**config.mk**
```make
export PLATFORM = sky130hd
export DESIGN_NAME = histo_readout_seq
export DESIGN_NICKNAME = d
export VERILOG_FILES = /design/src/rtl/histo_readout_seq_pkg.sv /design/src/rtl/histo_readout_seq_byte_mux.sv /design/src/rtl/histo_readout_seq.sv
export SDC_FILE = /design/constraint.sdc
export NUM_CORES = 1
export LEC_CHECK = 0
export ABC_AREA = 1
export CORE_MARGIN = 5
export CORE_UTILIZATION = 43
export CTS_CLUSTER_SIZE = 40
export DETAILED_ROUTE_END_ITERATION = 10
export PLACE_DENSITY = 0.7
export SYNTH_ARGS = -nofsm -noshare
export SYNTH_HDL_FRONTEND = slang
export SYNTH_SLANG_ARGS = --single-unit
```
**constraint.sdc**
```tcl
create_clock -name clk -period 2.94 [get_ports clk]
set_clock_uncertainty 0.2 [all_clocks]
set_input_delay 0.441 -clock clk [delete_from_list [all_inputs] [get_ports clk]]
set_output_delay 0.441 -clock clk [all_outputs]
set_load 0.05 [all_outputs]
```
**src/rtl/histo_readout_seq_pkg.sv**
```systemverilog
// Shared types and constants for the histogram readout sequencer.
package histo_readout_seq_pkg;

    typedef enum logic [2:0] {
        IDLE,
        HDR,
        SELECT,
        CAPTURE,
        SEND,
        CLEAR,
        DONE
    } state_t;

    localparam logic [7:0]  HEADER_DEF   = 8'hA5;
    localparam int unsigned NHIST_DEF    = 8;
    localparam int unsigned BYTES_PER_CH = NHIST_DEF * 4;

    // Counter width for values 0..n-1, never narrower than one bit.
    function automatic int unsigned cnt_w(input int unsigned n);
        return (n > 1) ? $clog2(n) : 1;
    endfunction

endpackage

```
**src/rtl/histo_readout_seq_byte_mux.sv**
```systemverilog
// Snapshot register for one channel's histogram words plus a byte-select read port.
// Byte order: word 0 first, each word MSB byte first.
module histo_byte_mux
    import histo_readout_seq_pkg::*;
#(
    parameter int unsigned NHIST = 8,
    parameter int unsigned IW    = 5
) (
    input  logic                  clk,
    input  logic                  nrst,
    input  logic                  load,
    input  logic [NHIST*32-1:0]   din,
    input  logic [IW-1:0]         idx,
    output logic [7:0]            byte_c
);

    localparam int unsigned OW = IW + 3;

    logic [NHIST*32-1:0] snap;
    logic [NHIST*32-1:0] src;
    logic [OW-1:0]       off;

    // Capture the presented words only on load.
    always_ff @(posedge clk) begin
        if (!nrst) begin
            snap <= '0;
        end else if (load) begin
            snap <= din;
        end
    end

    // Read through to din while loading so the first byte is ready with the snapshot.
    always_comb begin
        src    = load ? din : snap;
        off    = {idx[IW-1:2], ~idx[1:0], 3'b000};
        byte_c = src[off +: 8];
    end

endmodule

```
**src/rtl/histo_readout_seq.sv**
```systemverilog
// Walks every histogram channel, snapshots its words and streams a framed byte dump.
module histo_readout_seq
    import histo_readout_seq_pkg::*;
#(
    parameter int unsigned NCHAN     = 16,
    parameter int unsigned NHIST     = 8,
    parameter int unsigned SETTLE    = 8,
    parameter int unsigned RESET_LEN = 4,
    parameter logic [7:0]  HEADER    = HEADER_DEF
) (
    input  logic                  clk,
    input  logic                  nrst,
    input  logic                  start,
    input  logic                  clear_after,
    input  logic [NHIST*32-1:0]   histos_in,
    output logic [7:0]            hist_sel,
    output logic                  reset_hist,
    output logic [7:0]            tx_data,
    output logic                  tx_valid,
    input  logic                  tx_ready,
    output logic                  busy,
    output logic                  done
);

    localparam int unsigned BPC  = NHIST * 4;
    localparam int unsigned CW   = cnt_w(NCHAN);
    localparam int unsigned BW   = cnt_w(BPC);
    localparam int unsigned TMAX = (SETTLE > RESET_LEN) ? SETTLE : RESET_LEN;
    localparam int unsigned TW   = cnt_w(TMAX);

    state_t          state, state_nxt;
    logic [CW-1:0]   chan, chan_nxt;
    logic [BW-1:0]   byte_cnt, byte_nxt;
    logic [TW-1:0]   tmr, tmr_nxt;
    logic            clr, clr_nxt;
    logic            load_c;
    logic [7:0]      byte_c;

    histo_byte_mux #(
        .NHIST (NHIST),
        .IW    (BW)
    ) u_byte_mux (
        .clk    (clk),
        .nrst   (nrst),
        .load   (load_c),
        .din    (histos_in),
        .idx    (byte_nxt),
        .byte_c (byte_c)
    );

    // State, counters and registered outputs decoded from the next state.
    always_ff @(posedge clk) begin
        if (!nrst) begin
            state      <= IDLE;
            chan       <= '0;
            byte_cnt   <= '0;
            tmr        <= '0;
            clr        <= 1'b0;
            hist_sel   <= '0;
            reset_hist <= 1'b0;
            tx_data    <= '0;
            tx_valid   <= 1'b0;
            busy       <= 1'b0;
            done       <= 1'b0;
        end else begin
            state      <= state_nxt;
            chan       <= chan_nxt;
            byte_cnt   <= byte_nxt;
            tmr        <= tmr_nxt;
            clr        <= clr_nxt;
            reset_hist <= (state_nxt == CLEAR);
            tx_valid   <= (state_nxt == HDR) || (state_nxt == SEND);
            busy       <= (state_nxt != IDLE);
            done       <= (state_nxt == DONE);
            if (state_nxt == HDR) begin
                tx_data <= HEADER;
            end else if (state_nxt == SEND) begin
                tx_data <= byte_c;
            end else begin
                tx_data <= 8'h00;
            end
            if (state_nxt == IDLE) begin
                hist_sel <= '0;
            end else if (state_nxt == SELECT) begin
                hist_sel <= 8'(chan_nxt);
            end
        end
    end

    // Next-state and counter updates; a byte moves only on valid & ready.
    always_comb begin
        state_nxt = state;
        chan_nxt  = chan;
        byte_nxt  = byte_cnt;
        tmr_nxt   = tmr;
        clr_nxt   = clr;
        load_c    = 1'b0;
        case (state)
            IDLE: begin
                if (start) begin
                    clr_nxt   = clear_after;
                    state_nxt = HDR;
                end
            end
            HDR: begin
                if (tx_ready) begin
                    chan_nxt  = '0;
                    tmr_nxt   = TW'(SETTLE - 1);
                    state_nxt = SELECT;
                end
            end
            SELECT: begin
                if (tmr == '0) begin
                    state_nxt = CAPTURE;
                end else begin
                    tmr_nxt = tmr - TW'(1);
                end
            end
            CAPTURE: begin
                load_c    = 1'b1;
                byte_nxt  = '0;
                state_nxt = SEND;
            end
            SEND: begin
                if (tx_ready) begin
                    if (byte_cnt != BW'(BPC - 1)) begin
                        byte_nxt = byte_cnt + BW'(1);
                    end else if (chan != CW'(NCHAN - 1)) begin
                        chan_nxt  = chan + CW'(1);
                        tmr_nxt   = TW'(SETTLE - 1);
                        state_nxt = SELECT;
                    end else if (clr) begin
                        tmr_nxt   = TW'(RESET_LEN - 1);
                        state_nxt = CLEAR;
                    end else begin
                        state_nxt = DONE;
                    end
                end
            end
            CLEAR: begin
                if (tmr == '0) begin
                    state_nxt = DONE;
                end else begin
                    tmr_nxt = tmr - TW'(1);
                end
            end
            DONE: begin
                state_nxt = IDLE;
            end
            default: begin
                state_nxt = IDLE;
            end
        endcase
    end

endmodule

```
Yosys cells after proc, flatten, opt, wreduce, memory -nomap -nowiden:

Index checks and enable logic that the tools add are counted.

* register bits after elaboration: 288
* input bits: 261
* output and inout bits: 20
* word-level logic and storage cells: 76

* $add $sub $neg: 3
* equal/unequal tests: 17
* shift operators: 1
* mux-type cells: 28
* bitwise logic cells: 3
* reduce and logical (&&, ||, !) cells: 11

Operator list (number)
* 2-to-1 mux 256 bit: 1
* indexed part select 256 x 9 -> 8 bit: 1
* 2-to-1 mux 3 bit: 13
* one-hot mux 3 bit (6 select lines): 1
* 2-to-1 mux 4 bit: 4
* 2-to-1 mux 8 bit: 2
* == test 3 bit, second input constant: 5
* 2-to-1 mux 5 bit: 2
* one-hot mux 5 bit (2 select lines): 1
* == test 3 x 2 -> 1 bit, second input constant: 3
* zero test 3 bit: 3
* one-hot mux 3 bit (3 select lines): 1
* inequality test 2 bit, second input constant: 4
* one-hot mux 4 bit (2 select lines): 1
* == test 3 x 1 -> 1 bit, second input constant: 2
* AND reduction 6 bit: 1
* nonzero test 3 bit: 2
* adder 5 x 1 -> 5 bit, second input constant: 1
* inequality test 5 bit, second input constant: 1
* adder 4 x 1 -> 4 bit, second input constant: 1
* inequality test 4 bit, second input constant: 1
* OR reduction 2 bit: 2
* inequality test 3 bit, second input constant: 1
* OR reduction 3 bit: 1
* 7 further kinds: 8

Logic depth before layout (Yosys ltp):

Gate-level depths: netlist of run 1.

* word-level depth: 8
* gate-level depth with buffers: 17
* depth with buffers taken out: 15

Modules after synthesis:

A second synthesis of run 1 with hierarchy kept.

* cells, all modules: 1928
* area total of the unflattened synthesis: 13238.9 µm²

Modules (own cells, without submodules)
* histo_byte_mux: instances 1, cells each 1695, area each 11522.3 µm², seq. area each 5124.9 µm²
* histo_readout_seq: instances 1, cells each 233, area each 1716.6 µm², seq. area each 640.6 µm²

Worst setup path after synthesis of run 1:

No wires, ideal clock.

* path kind: register -> register
* start: register byte_cnt[1]
* end: register tx_data[2]
* setup time: 0.127 ns
* arrival time: 1.820 ns
* required time: 2.613 ns
* setup slack: 0.793 ns
* cell stages (with the launch flop): 14
* buffers on the path: 1
* period minus slack after synthesis: 2.147 ns
* cell sequence: dfxtp_1 > ha_1 > nand4_2 > nand2_1 > nand2_1 > nand3_1 > nand2_1 > inv_2 > clkbuf_1 > nand3_1 > nand3_1 > nand3_1 > nand3_1 > nand2_1

* longest elaborated chain between the ends: 8
* elaborated cells on any way between the ends: 14
* those cells by class: 1 x add/sub; 3 x eq/ne; 1 x shift; 8 x mux; 1 x bitwise

RTL lines
* start: declaration: RTL line histo_readout_seq.sv:33 `logic [BW-1:0] byte_cnt, byte_nxt;`
* start signal: assignment: RTL line histo_readout_seq.sv:68 `byte_cnt <= byte_nxt;`
* adder 5 x 1 -> 5 bit / inequality test 5 bit (equally long branches): RTL line histo_readout_seq.sv:127, histo_readout_seq.sv:126
* 2-to-1 mux 5 bit: RTL line histo_readout_seq.sv:126 `if (byte_cnt != BW'(BPC - 1)) begin`
* 2-to-1 mux 5 bit: RTL line histo_readout_seq.sv:125 `if (tx_ready) begin`
* one-hot mux 5 bit (2 select lines): RTL line histo_readout_seq.sv:98 `case (state)`
* inverter 2 bit: RTL line histo_readout_seq_byte_mux.sv:35 `off = {idx[IW-1:2], ~idx[1:0], 3'b000};`
* indexed part select 256 x 9 -> 8 bit: RTL line histo_readout_seq_byte_mux.sv:36 `byte_c = src[off +: 8];`
* 2-to-1 mux 8 bit: RTL line histo_readout_seq.sv:77 `end else if (state_nxt == SEND) begin`
* 2-to-1 mux 8 bit *: RTL line histo_readout_seq.sv:75 `if (state_nxt == HDR) begin`
* end signal: assignment: RTL line histo_readout_seq.sv:78 `tx_data <= byte_c;`
* end: declaration: RTL line histo_readout_seq.sv:18 `output logic [7:0] tx_data,`

Every way passes the cells marked *; elsewhere a longest branch is shown, timed or not.
A chain may end at the register's enable or synchronous reset.

Worst setup path after layout of run 1:

* start: register byte_cnt[1]
* end: register tx_data[0]

The elaborated chain is that of the path after synthesis.

==> metrics.txt, run 1 <==
# TYPE chip_impl_metric gauge
chip_impl_metric{name="drv_slew",unit=""} 0
chip_impl_info{name="critPathSlowestCell",value="sky130_fd_sc_hd__dfxtp_1"} 1
chip_impl_info{name="ys_top_cells_by_area",value="sky130_fd_sc_hd__dfxtp_1 (42%), sky130_fd_sc_hd__nand2_1 (9.5%), sky130_fd_sc_hd__nand3_1 (8.8%)"} 1
chip_impl_metric{name="grt.total_usage",unit=""} 0.251
chip_impl_metric{name="critPathRequiredTime",unit="ps"} 3230
chip_impl_info{name="synth.largest_area_cell",value="sky130_fd_sc_hd__dfxtp_1"} 1
chip_impl_metric{name="synth_top_cell_area_share",unit=""} 0.416
chip_impl_metric{name="initial_core_util",unit=""} 0.437
chip_impl_info{name="worstHoldPathType",value="in2reg"} 1
chip_impl_metric{name="globalRouteOverflowTotal",unit=""} 0
chip_impl_metric{name="finish.instance_area",unit="um^2"} 18100
chip_impl_metric{name="grt_antenna_before_repair",unit=""} 5
chip_impl_metric{name="cts.clk_slew.worst_paths",unit="ps"} 70
chip_impl_info{name="synth_ff_type",value="sky130_fd_sc_hd__dfxtp_1"} 1
chip_impl_metric{name="synthArstFlopShare",unit=""} 0
chip_impl_metric{name="timing.fmax",unit="GHz"} 0.363
chip_impl_info{name="tritoncts_clock_tree",value="yes"} 1
chip_impl_metric{name="finalWorstSetupSlack",unit="ps"} 188
chip_impl_metric{name="pwr_dens",unit="nW/um^2"} 497
chip_impl_info{name="crit_path_cell_trace",value="ha_1 -> nand4_2 -> nand2_1 -> nand2_1 -> nand3_1 -> nand2_2 -> inv_2 -> buf_4 -> o211ai_1 -> nand3_1 -> nand3_1 -> nand3_1 -> nand3_1 -> nand2_1"} 1
chip_impl_metric{name="port_buffers",unit=""} 276
chip_impl_info{name="worst-setup-path-type",value="reg2reg"} 1
chip_impl_metric{name="design.die.area",unit="um^2"} 35900
chip_impl_metric{name="cts.path.max_buffers",unit=""} 3
chip_impl_metric{name="stdcell_count",unit=""} 2544
chip_impl_metric{name="dpl.hpwl",unit="um"} 34900
chip_impl_metric{name="worst_path_largest_cell_delay",unit="ps"} 390
chip_impl_metric{name="min_period_over_period",unit=""} 0.936
chip_impl_metric{name="synth.yosys.warnings",unit=""} 0
chip_impl_metric{name="place.gp.congestion",unit=""} 0.962
chip_impl_info{name="setup.worst_path.end_class",value="flop"} 1
chip_impl_metric{name="ir_worst_vdd",unit="mV"} 0.402
chip_impl_metric{name="routedWlPerCell",unit="um"} 18.5
chip_impl_metric{name="yosys.cell_types.count",unit=""} 41
chip_impl_info{name="worst_path_dominant_cell_family",value="simple AND/OR/NAND/NOR gates"} 1
chip_impl_metric{name="clk-insertion-delay-late",unit="ps"} 560
chip_impl_metric{name="max-slew-margin-rel",unit=""} 0.253
chip_impl_metric{name="crit_buf_inv",unit=""} 2
chip_impl_metric{name="row_count",unit=""} 65
chip_impl_metric{name="layout-drive-gt1-share",unit=""} 0.117
chip_impl_info{name="outcome",value="finished clean"} 1
chip_impl_metric{name="total_i_o_pin_count",unit=""} 281
chip_impl_metric{name="post_cts_hold_buffer_count",unit=""} 0
chip_impl_metric{name="cts_post_setup_buffers_inserted",unit=""} 0
chip_impl_metric{name="cts-buffers-inserted",unit=""} 30
chip_impl_metric{name="grt_pass1_vias",unit=""} 12900
chip_impl_metric{name="dp_worst_setup_slack",unit="ps"} 58.0
chip_impl_metric{name="tightestPinTransition",unit="ps"} 1110
chip_impl_metric{name="syn-instance-count",unit=""} 1883
chip_impl_info{name="rsz0062_at_grt",value="no"} 1
chip_impl_metric{name="register_bit_total_from_synthesis",unit=""} 288
chip_impl_metric{name="totalPowerFinal",unit="mW"} 9.02
chip_impl_metric{name="placed_cells",unit=""} 2492
chip_impl_metric{name="cts-resized-gates",unit=""} 0
chip_impl_metric{name="setup_tns_after_final_layout",unit="ps"} 0
chip_impl_metric{name="fill_cells",unit=""} 2951
chip_impl_metric{name="timing.critical_path.fanout_max",unit=""} 17
chip_impl_metric{name="vias_per_cell",unit=""} 5.25
chip_impl_metric{name="die_width",unit="um"} 190
chip_impl_metric{name="dr_iter_0_viols",unit=""} 1328
chip_impl_metric{name="route.antenna.remaining_nets",unit=""} 0
chip_impl_metric{name="final_hold_fails",unit=""} 0
chip_impl_metric{name="design.core.area",unit="um^2"} 31700
chip_impl_metric{name="design.final.nets",unit=""} 2387
chip_impl_metric{name="grt_first_pass_wirelength",unit="um"} 72100
chip_impl_metric{name="synth_area_per_cell",unit="um^2"} 7.36
chip_impl_metric{name="final.min_clock_period",unit="ps"} 2750
chip_impl_info{name="netlist_top_cells_count",value="sky130_fd_sc_hd__nand2_1 (349), sky130_fd_sc_hd__dfxtp_1 (288), sky130_fd_sc_hd__nor2_1 (254), sky130_fd_sc_hd__nand3_1 (244), sky130_fd_sc_hd__inv_1 (136)"} 1
chip_impl_metric{name="place_area",unit="um^2"} 17200
chip_impl_metric{name="num_vias",unit=""} 13300
chip_impl_info{name="cp_most_frequent_cell",value="sky130_fd_sc_hd__nand3_1"} 1
chip_impl_metric{name="finalSetupViolCount",unit=""} 0
chip_impl_metric{name="arrival",unit="ps"} 3050
chip_impl_info{name="timing.critical_path.from_type",value="flop"} 1
chip_impl_metric{name="synth_edf_count",unit=""} 0
chip_impl_metric{name="area.growth.synth_to_final",unit="%"} 30.9
chip_impl_info{name="yosys.cell_count.top_type",value="sky130_fd_sc_hd__nand2_1"} 1
chip_impl_metric{name="synth_sequential_area_ratio",unit=""} 0.416
chip_impl_metric{name="htree_num_levels",unit=""} 1
chip_impl_metric{name="cts_sinks",unit=""} 288
chip_impl_info{name="clock_tree.root_cell",value="sky130_fd_sc_hd__clkbuf_16"} 1
chip_impl_metric{name="die_h",unit="um"} 190
chip_impl_metric{name="wl",unit="um"} 47100
chip_impl_metric{name="detail_route.drc_violations",unit=""} 0
chip_impl_metric{name="cap_violations",unit=""} 0
chip_impl_metric{name="maximum_number_of_pins_on_one_net_before_global_route_repair",unit=""} 134
chip_impl_metric{name="detailedRoute.firstPassIterationCount",unit=""} 6
chip_impl_metric{name="cellLeakagePower",unit="nW"} 8.14
chip_impl_metric{name="syn_area",unit="um^2"} 13900
-- final timing paths --
kind	endpoint	depth (start not counted)	slack, ps	start
worst max-delay path	tx_data[0]	14	190	byte_cnt[1]
worst min-delay path	u_byte_mux.snap[17]	3	270	histos_in[17]
worst max register to register	tx_data[0]	14	190	byte_cnt[1]
worst min register to register	u_byte_mux.snap[51]	2	270	u_byte_mux.snap[51]
-- final cells by class --
cell class	count	area (um^2)	area share
Multi-Input combinational cell	1326	6940	0.383
Sequential cell	288	5770	0.318
Timing Repair Buffer	333	3430	0.189
Clock buffer	45	887	0.0489
Inverter	143	547	0.0301
Tap cell	402	503	0.0277
Clock inverter	5	61.3	0.00338
Antenna cell	2	5.00	0.000276
-- sequential cells by signal, summed over array words and instances (netlist names), 3 cells and up --
signal and count:
u_byte_mux.snap 256, tx_data 8, byte_cnt 5, chan 4
hist_sel 4, state 3, tmr 3
-- tightest hold or removal path, delay by kind of cell --
family / cells / cell delay [ps]
AO/OA/AOI/OAI: 1 / 60
buffers and inverters: 1 / 390
AND/OR/NAND/NOR: 1 / 80
-- metrics by stage --
step	util	hold WS, ps
floorplan	-	251
global placement	0.542	258
detailed placement	0.542	264
CTS	0.572	247
global route	0.572	269
finish	0.572	269
-- power breakdown --
group          switching [mW]  internal [mW]
Sequential             0.0393           4.01
Clock                    1.55           2.15
Combinational           0.648          0.620
Total                    2.24           6.78
-- cells by family (layout without fill, tap and decap cells) --
logic type	Yosys count	in the layout	share of synthesized area
other	1	6	0.000271
buffers and inverters	272	526	0.0853
xor gates and xnor gates	2	2	0.00126
DFF	288	288	0.416
adders and majority gates	4	4	0.00361
muxes	86	86	0.0622
AOI/OAI and AO/OA	235	235	0.111
and+or+nand+nor	995	995	0.320
-- metal layers --
| layer | global-route usage | vias up | wire, um |
|---|---|---|---|
| met5 | 0 | - | 46 |
| met4 | 0.105 | 6 | 2010 |
| met3 | 0.0442 | 103 | 3160 |
| met2 | 0.410 | 491 | 21700 |
| met1 | 0.329 | 6190 | 20200 |
| li1 | - | 6557 | - |
-- cells in the final DEF (no fill, tap or decap), types with 3 or more instances in the layout --
master	netlist	layout
sky130_fd_sc_hd__a21oi_1	42	42
sky130_fd_sc_hd__buf_12	0	19
sky130_fd_sc_hd__buf_4	23	38
sky130_fd_sc_hd__clkbuf_1	54	7
sky130_fd_sc_hd__clkbuf_16	0	30
sky130_fd_sc_hd__clkbuf_8	0	8
sky130_fd_sc_hd__clkdlybuf4s50_1	0	276
sky130_fd_sc_hd__clkinv_2	0	3
sky130_fd_sc_hd__conb_1	1	4
sky130_fd_sc_hd__dfxtp_1	288	288
sky130_fd_sc_hd__ha_1	4	4
sky130_fd_sc_hd__inv_1	136	136
sky130_fd_sc_hd__inv_2	5	4
sky130_fd_sc_hd__mux2i_1	85	85
sky130_fd_sc_hd__nand2_1	349	348
sky130_fd_sc_hd__nand2_2	3	3
sky130_fd_sc_hd__nand3_1	244	244
sky130_fd_sc_hd__nor2_1	254	254
sky130_fd_sc_hd__nor2_4	3	3
sky130_fd_sc_hd__nor3_1	5	5
sky130_fd_sc_hd__o211ai_1	37	37
sky130_fd_sc_hd__o21a_1	91	91
sky130_fd_sc_hd__o21ai_0	49	49
sky130_fd_sc_hd__o21ai_1	7	7
sky130_fd_sc_hd__or2_2	131	131
Note: power is estimated with default switching activity, not from simulation.
==> inputs of run 2 (changes only) <==
--- a/config.mk
+++ b/config.mk
@@ -11,6 +11,7 @@
 export CTS_CLUSTER_SIZE = 40
 export DETAILED_ROUTE_END_ITERATION = 10
 export PLACE_DENSITY = 0.7
+export SLEW_MARGIN = 10
 export SYNTH_ARGS = -nofsm -noshare
 export SYNTH_HDL_FRONTEND = slang
 export SYNTH_SLANG_ARGS = --single-unit
==> results of run 2 <==
Same layout as run 1: the final DEF is identical, and so are final timing and power.
==> inputs of run 3 (changes only) <==
--- a/config.mk
+++ b/config.mk
@@ -7,10 +7,10 @@
 export LEC_CHECK = 0
 export ABC_AREA = 1
 export CORE_MARGIN = 5
-export CORE_UTILIZATION = 43
+export CORE_UTILIZATION = 52
 export CTS_CLUSTER_SIZE = 40
 export DETAILED_ROUTE_END_ITERATION = 10
-export PLACE_DENSITY = 0.7
+export PLACE_DENSITY = 0.82
 export SLEW_MARGIN = 10
 export SYNTH_ARGS = -nofsm -noshare
 export SYNTH_HDL_FRONTEND = slang
==> run 3 against run 2 <==
- power fell by 2.3%
- non-clock buffer count fell by 10
- critical path type unchanged
- first-iteration DRC count rose by 2.3%
- die area fell by 16%
==> metrics.txt, run 3 (synthesized netlist as in run 1, its figures left out) <==
# TYPE chip_impl_metric gauge
chip_impl_metric{name="detail_route.drc_violations",unit=""} 0
chip_impl_metric{name="flip_flop_count_of_the_largest_register_after_layout",unit=""} 256
chip_impl_metric{name="htree_num_levels",unit=""} 1
chip_impl_metric{name="post_cts_hold_buffer_count",unit=""} 0
chip_impl_metric{name="wl",unit="um"} 43800
chip_impl_info{name="routed.top_layer",value="met5"} 1
chip_impl_metric{name="initial_core_util",unit=""} 0.530
chip_impl_metric{name="row_count",unit=""} 59
chip_impl_info{name="outcome",value="finished clean"} 1
chip_impl_metric{name="routedWlPerCell",unit="um"} 17.7
chip_impl_metric{name="num_vias",unit=""} 13500
chip_impl_metric{name="design.final.nets",unit=""} 2376
chip_impl_metric{name="worst-r2r-setup-slack",unit="ps"} 140
chip_impl_metric{name="cap_violations",unit=""} 0
chip_impl_metric{name="critPathRequiredTime",unit="ps"} 3180
chip_impl_metric{name="timing.fmax",unit="GHz"} 0.357
chip_impl_info{name="crit_path_cell_trace",value="ha_1 -> nand4_2 -> nand2_1 -> nand2_1 -> nand3_1 -> nand2_2 -> inv_2 -> buf_12 -> o211ai_1 -> nand3_1 -> nand3_1 -> nand3_1 -> a21oi_1"} 1
chip_impl_metric{name="setup_tns_after_final_layout",unit="ps"} 0
chip_impl_metric{name="area.growth.synth_to_final",unit="%"} 29.1
chip_impl_metric{name="final_hold_fails",unit=""} 0
chip_impl_metric{name="design.die.area",unit="um^2"} 30000
chip_impl_info{name="hold_path_startpoint",value="u_byte_mux.snap[211]"} 1
chip_impl_metric{name="finish.instance_area",unit="um^2"} 17900
chip_impl_metric{name="final.min_clock_period",unit="ps"} 2800
chip_impl_metric{name="drv_slew",unit=""} 0
chip_impl_metric{name="total_i_o_pin_count",unit=""} 281
chip_impl_metric{name="pwr_dens",unit="nW/um^2"} 492
chip_impl_metric{name="seq_power_share",unit=""} 0.460
chip_impl_info{name="clock_tree.root_cell",value="sky130_fd_sc_hd__clkbuf_16"} 1
chip_impl_metric{name="min_period_over_period",unit=""} 0.953
chip_impl_info{name="setup.worst_path.end_class",value="flop"} 1
chip_impl_info{name="regMostFlops",value="u_byte_mux.snap"} 1
chip_impl_metric{name="tightestPinTransition",unit="ps"} 826
chip_impl_metric{name="met3RoutedLength",unit="um"} 3510
chip_impl_metric{name="worst_path_largest_cell_delay",unit="ps"} 380
chip_impl_metric{name="route.antenna.remaining_nets",unit=""} 0
chip_impl_info{name="r2r_end",value="tx_data[1]"} 1
chip_impl_info{name="worst-setup-path-type",value="reg2reg"} 1
chip_impl_metric{name="clk-insertion-delay-late",unit="ps"} 550
chip_impl_metric{name="totalPowerFinal",unit="mW"} 8.81
chip_impl_metric{name="layout-drive-gt1-share",unit=""} 0.112
chip_impl_metric{name="cellLeakagePower",unit="nW"} 8.05
chip_impl_info{name="hold-path-endpoint",value="u_byte_mux.snap[211]"} 1
chip_impl_metric{name="finalSetupViolCount",unit=""} 0
chip_impl_metric{name="max-slew-margin-rel",unit=""} 0.444
chip_impl_metric{name="cts-buffers-inserted",unit=""} 29
chip_impl_metric{name="die_h",unit="um"} 173
chip_impl_metric{name="power.combinational.fraction",unit=""} 0.141
chip_impl_metric{name="wl_met2",unit="um"} 19800
chip_impl_metric{name="cts.clk_slew.worst_paths",unit="ps"} 60
chip_impl_metric{name="place_area",unit="um^2"} 17000
chip_impl_metric{name="cellInternalPower",unit="mW"} 6.64
chip_impl_metric{name="maximum_number_of_pins_on_one_net_before_global_route_repair",unit=""} 138
chip_impl_metric{name="final_util",unit=""} 0.685
chip_impl_metric{name="cts.path.max_buffers",unit=""} 3
chip_impl_metric{name="dp_worst_setup_slack",unit="ps"} 88.4
chip_impl_metric{name="vias_per_cell",unit=""} 5.47
chip_impl_info{name="timing.rr.start",value="byte_cnt[0]"} 1
chip_impl_metric{name="grt.total_usage",unit=""} 0.277
chip_impl_metric{name="holdPathStages",unit=""} 2
chip_impl_metric{name="grt_first_pass_wirelength",unit="um"} 68400
chip_impl_metric{name="dpl.hpwl",unit="um"} 31600
chip_impl_metric{name="grt_antenna_before_repair",unit=""} 6
chip_impl_info{name="critPathSlowestCell",value="sky130_fd_sc_hd__dfxtp_1"} 1
chip_impl_metric{name="wl_met1",unit="um"} 18200
chip_impl_metric{name="globalRouteOverflowTotal",unit=""} 0
chip_impl_metric{name="ir_worst_vdd",unit="mV"} 0.344
chip_impl_metric{name="grt_pass1_vias",unit=""} 13100
chip_impl_metric{name="switching_share",unit=""} 0.247
chip_impl_info{name="reg.largest.list",value="u_byte_mux.snap: 256 flops, tx_data: 8 flops, byte_cnt: 5 flops"} 1
chip_impl_metric{name="clkPwrFrac",unit=""} 0.399
chip_impl_metric{name="design.core.area",unit="um^2"} 26100
chip_impl_info{name="cp_most_frequent_cell",value="sky130_fd_sc_hd__nand3_1"} 1
chip_impl_info{name="layout_commonest_cell",value="sky130_fd_sc_hd__nand2_1"} 1
chip_impl_metric{name="cts_sinks",unit=""} 288
chip_impl_metric{name="port_buffers",unit=""} 276
chip_impl_metric{name="place.gp.congestion",unit=""} 0.951
chip_impl_metric{name="arrival",unit="ps"} 3040
chip_impl_metric{name="die_width",unit="um"} 173
chip_impl_metric{name="timing.critical_path.fanout_max",unit=""} 30
chip_impl_info{name="most_frequent_cells_in_the_layout",value="sky130_fd_sc_hd__nand2_1 (348), sky130_fd_sc_hd__dfxtp_1 (288), sky130_fd_sc_hd__clkdlybuf4s50_1 (276)"} 1
chip_impl_info{name="worstHoldPathType",value="reg2reg"} 1
chip_impl_info{name="timing.critical_path.from_type",value="flop"} 1
chip_impl_metric{name="net-switching-power",unit="mW"} 2.18
chip_impl_info{name="tritoncts_clock_tree",value="yes"} 1
chip_impl_metric{name="reg2reg_depth",unit=""} 13
chip_impl_metric{name="finalWorstSetupSlack",unit="ps"} 138
chip_impl_metric{name="detailedRoute.firstPassIterationCount",unit=""} 5
chip_impl_info{name="rsz0062_at_grt",value="no"} 1
chip_impl_metric{name="dr_iter_0_viols",unit=""} 1359
[run 3: cell types whose count changed in the layout (fill, tap and decap cells not counted), moves of 2 or more]
cell / before / now
sky130_fd_sc_hd__buf_12: 19 / 16
sky130_fd_sc_hd__clkbuf_8: 8 / 5
sky130_fd_sc_hd__diode_2: 2 / 4
sky130_fd_sc_hd__buf_4: 38 / 30
[run 3: power by group through the flow]
stage | logic, mW | registers, mW | clock network [mW]
2_1_floorplan | 0.604 | 4.17 | 0
3_3_place_gp | 1.21 | 4.13 | 0
3_5_place_dp | 1.22 | 4.13 | 0
4_1_cts | 1.23 | 4.05 | 3.55
5_1_grt | 1.34 | 4.06 | 3.72
6_report | 1.24 | 4.05 | 3.52
[run 3: critical path: cells and delay by family (launching register included)]
| family | cells | cell delay (ps) |
|---|---|---|
| AO/OA/AOI/OAI | 2 | 290 |
| adder cells (fa/ha/maj) | 1 | 260 |
| buffers and inverters | 2 | 460 |
| flip-flops | 1 | 380 |
| AND/OR/NAND/NOR | 8 | 1080 |
[run 3: worst max path at each step]
stage | from | endpoint | slack (ps) | cells past startpoint
4_1_cts | state[0] | tx_data[1] | 210 | 9
6_report | byte_cnt[0] | tx_data[1] | 140 | 13
3_5_place_dp | tx_ready | tx_data[1] | 90 | 12
5_1_grt | byte_cnt[0] | tx_data[1] | 40 | 13
2_1_floorplan | byte_cnt[1] | tx_data[2] | 790 | 13
3_3_place_gp | tx_ready | tx_data[1] | 140 | 12
[run 3: area by class of cell]
type,count,area (um^2)
antenna,4,10.0
clock buffer,41,821
clock inverter,7,66.3
fill,2196,8240
inverter,143,547
multi-input combinational,1326,6940
sequential,288,5770
tap,335,419
timing repair buffer,323,3320
[run 3: timing repair]
| action | CTS | global route |
|---|---|---|
| gates resized for setup | 0 | 1 |
| setup endpoints to repair | 0 | 1 |
| buffers inserted | 0 | 0 |
[run 3: through the flow]
step	cells	hold slack (ps)
floorplan	1886	251
global placement	2415	259
detailed placement	2415	262
CTS	2463	272
global route	2466	293
finish	2467	271
[run 3: layer usage]
| metal | up-vias | GRT usage |
|---|---|---|
| met5 | - | 0 |
| met4 | 4 | 0.131 |
| met3 | 130 | 0.0532 |
| met2 | 642 | 0.446 |
| met1 | 6193 | 0.360 |
| li1 | 6522 | - |
